## config.mk

```make
export PLATFORM = sky130hd
export DESIGN_NAME = contador_modn_updown
export DESIGN_NICKNAME = d
export VERILOG_FILES = /design/src/rtl/contador_modn_updown.sv
export SDC_FILE = /design/constraint.sdc
export NUM_CORES = 1
export LEC_CHECK = 0
export CAP_MARGIN = 10
export CORE_AREA = 2 2 39 41
export CTS_CLUSTER_DIAMETER = 60
export DETAILED_ROUTE_END_ITERATION = 10
export DIE_AREA = 0 0 41 43
export HOLD_SLACK_MARGIN = 0.1
export PLACE_DENSITY_LB_ADDON = 0.2
export SYNTH_ARGS = -nofsm -noshare
export SYNTH_HDL_FRONTEND = slang
export SYNTH_SLANG_ARGS = --single-unit
```

## constraint.sdc

```tcl
create_clock -name clk -period 4.65 [get_ports clk]
set_input_delay 0.93 -clock clk [delete_from_list [all_inputs] [get_ports clk]]
set_output_delay 0.93 -clock clk [all_outputs]
set_load 0.02 [all_outputs]
```

## src/rtl/contador_modn_updown.sv

```systemverilog
// Modulo-MOD up/down counter with clamped parallel load,
// cascade terminal count, zero flag and registered wrap pulse.
module contador_modn_updown #(
  parameter int MOD   = 6,
  parameter int WIDTH = 4
) (
  input  logic             clk,
  input  logic             clrn,
  input  logic [WIDTH-1:0] data,
  input  logic             loadn,
  input  logic             en,
  input  logic             up,
  output logic [WIDTH-1:0] count,
  output logic             tc,
  output logic             zero,
  output logic             wrap
);

  generate
    if (MOD < 2 || MOD > (1 << WIDTH)) begin : g_bad_mod
      $error("contador_modn_updown: MOD outside 2..2**WIDTH");
    end
  endgenerate

  localparam logic [WIDTH-1:0] MAX = WIDTH'(MOD - 1);

  logic [WIDTH-1:0] count_q;
  logic [WIDTH-1:0] count_d;
  logic             wrap_q;
  logic             wrap_d;
  logic             at_max;
  logic             at_min;

  assign at_max = (count_q == MAX);
  assign at_min = (count_q == '0);

  always_comb begin
    count_d = count_q;
    wrap_d  = 1'b0;
    if (!loadn) begin
      // Out-of-range loads saturate so count stays in 0..MOD-1
      count_d = (data > MAX) ? MAX : data;
    end else if (en) begin
      if (up) begin
        if (at_max) begin
          count_d = '0;
          wrap_d  = 1'b1;
        end else begin
          count_d = count_q + WIDTH'(1);
        end
      end else begin
        if (at_min) begin
          count_d = MAX;
          wrap_d  = 1'b1;
        end else begin
          count_d = count_q - WIDTH'(1);
        end
      end
    end
  end

  always_ff @(posedge clk or negedge clrn) begin
    if (!clrn) begin
      count_q <= '0;
      wrap_q  <= 1'b0;
    end else begin
      count_q <= count_d;
      wrap_q  <= wrap_d;
    end
  end

  assign count = count_q;
  assign wrap  = wrap_q;
  assign zero  = at_min;
  assign tc    = en & loadn & ((up & at_max) | (~up & at_min));

endmodule
```

==> metrics.cfg <==
[run_status]
status=finished, final reports clean

[yosys]
synth-async-reset-ratio_pct=100.0
synth-seq-cells=5
synth_fp_nets=55
synthTopCellsByArea=dfrtp_1, a2111oi_4, nor3b_1
yosysTopAreaCellShare_pct=28.82
yosys.area.top_type=dfrtp_1
ys_types=28
synthCells=46
synth_edf_count=0
yosysWarnings=0
ys_seq_area_share_pct=28.82
netlist_area_um2=434.2
syn_area_per_cell_um2=9.438
ys.flop_type=dfrtp_1

[grt]
grt_pass1_vias=315
antenna_found_initial=0
grt_overflow=0
grt_usage_pct=12.20
grt_pass1_wl_um=1462
grt_max_degree=13

[route]
drt_pass1_iterations=4
wire_per_inst_um=12.17
drt-initial-drc-count=7
viasPerCell=5.373
routed-via-count=403
antenna_left=0
drc_errors=0
wirelength_um=913

[setup_path]
timing.rr.start=count[1]
critPathSlowestCell=clkdlybuf4s50_1
critical_path_required_ps=3720
cp_common_cell=clkdlybuf4s50_1
reg2regPathDepth=4
rr_endpoint=count[2]
path_cells=clkdlybuf4s50_1 -> or3_4 -> a2111oi_4 -> clkdlybuf4s50_1
cp_slowest_stage_delay_ps=650
critPathArrivalTime_ps=2930
cp_max_fo=10
worstSetupStartpointType=input port
cp-startpoint=up
end_kind=primary output
critPathKind=in2out
r2r_setup_slack_ps=3210

[sta]
final_hold_viol_count=0
final-setup-viol-count=0
clock.fmax_ghz=0.2592
slew_headroom_pct=71.50
clock-skew-final_ps=1.253
rsz0062_at_grt=no
min_period_ps=3859
fin_setup_tns_ps=0
drv_slew=0
tightest_slew_ps=427.5
finalCritPeriodShare_pct=82.98

[power_and_ir_drop]
power.switching_uw=54.25
power_frac_seq_pct=37.3
power_leakage_nw=0.1955
pwr-share-clk_pct=30.3
swShare_pct=33.18
intPower_uw=109.3
cellPowerDensity_mw_per_mm2=275.7
pwr-share-comb_pct=32.4
ir_worst_vdd_v=0.0001394

[cells_and_area]
fillCellCount=151
drive_gt1_share_pct=11.86
final_common_cell=clkdlybuf4s50_1
final_cell_mix=clkdlybuf4s50_1, dfrtp_1, nand2_1
post-route-cell-area_um2=593.1
area_growth_pct=36.60
nets=69
n_antenna_cell=0

[cts]
clk_path_buf_depth=2
cts_buffers=3
holdBufCountCts=0
cts_tree=yes
path_clk_slew_ps=40
cts_max_level=1
cts_root_buf=clkbuf_4
cts.sinks=5
cts_resized=0
clock_latency_ps=240
cts_setup_buffers=0

[placed_design]
place_area_um2=566.8
io_buffer_count=15
dp_hpwl_um=666.1
routabilityCongestion=0.7027

[floorplan]
initial_utilization_pct=31.37
fp-row-count=14
die_x_um=41
die_area_mm2=0.001763
die_h_um=43
core_mm2=0.001384
io-pin-count=16

[job]
drv_cap=0

[worst_hold_path]
hold_class=reg2reg
hold_path_depth=1
hp-start=count[3]
hold_end=wrap

-- layout make-up --
cell class	instances	area, um^2	share of cell area [%]
clock buffer	4	26.28	4.430
tap	16	20.02	3.376
sequential	5	125.1	21.10
timing repair buffer	15	150.1	25.32
multi-input combinational	35	271.5	45.78
-- power groups by stage --
stage / registers [mW] / logic (mW) / clock network [mW]
after floorplan: 0.0561 / 0.0396 / 0
after detailed placement: 0.0616 / 0.0533 / 0
after CTS: 0.0610 / 0.0534 / 0.0523
final: 0.0610 / 0.0529 / 0.0496
after global placement: 0.0612 / 0.0534 / 0
after global routing: 0.0624 / 0.0575 / 0.0562
-- metrics by stage --
stage / setup slack, ps / hold slack, ps / utilization (%) / instances / total power [mW]
global placement: 823.3 / 703.6 / 40.96 / 71 / 0.1146
CTS: 777.4 / 704.4 / 42.86 / 75 / 0.1667
finish: 791.3 / 701.4 / 42.86 / 75 / 0.1635
global route: 724.3 / 740.1 / 42.86 / 75 / 0.1760
floorplan: 1785 / 634.4 / - / 46 / 0.09569
detailed placement: 777.3 / 701.9 / 40.96 / 71 / 0.1149
-- worst max-delay path: cells and delay by family --
| kind | cells | cell delay (ps) |
|---|---|---|
| compound gates | 1 | 340 |
| buf+inv | 2 | 1230 |
| simple gates | 1 | 430 |
-- worst max-delay path by stage --
stage / to / slack (ps) / cells past startpoint
finish: tc / 790 / 4
global placement: tc / 820 / 4
CTS: tc / 780 / 4
global route: tc / 720 / 4
detailed placement: tc / 780 / 4
floorplan: tc / 1790 / 3
-- cells by family after synthesis --
group,after synthesis,synth area share [%]
buffers and inverters,6,8.644
AND/OR/NAND/NOR,21,31.12
AO/OA/AOI/OAI,11,25.36
XOR/XNOR,3,6.053
flip-flops,5,28.82
-- registers in the layout, summed over array words and instances (netlist names) --
signal  cells
count       4
wrap        1
-- synth_stat cells, types with 2 or more instances --
| cell type | number |
|---|---|
| a2111oi_4 | 2 |
| buf_2 | 2 |
| nor3_1 | 2 |
| nand2_1 | 4 |
| dfrtp_1 | 5 |
| a21oi_1 | 3 |
| nand3_1 | 2 |
| nor4_1 | 2 |
| nor3b_1 | 3 |
| a31oi_1 | 2 |
| xnor2_1 | 2 |
-- layer usage --
metal | GRT usage [%] | up-vias | wire length [um]
li1 | - | 197 | -
met1 | 17.59 | 195 | 432
met2 | 16.25 | 11 | 432
met3 | 6.283 | 0 | 48
met4 | 2.000 | 0 | 0
met5 | 0 | - | 0
Power figures use the tool's default switching activity.
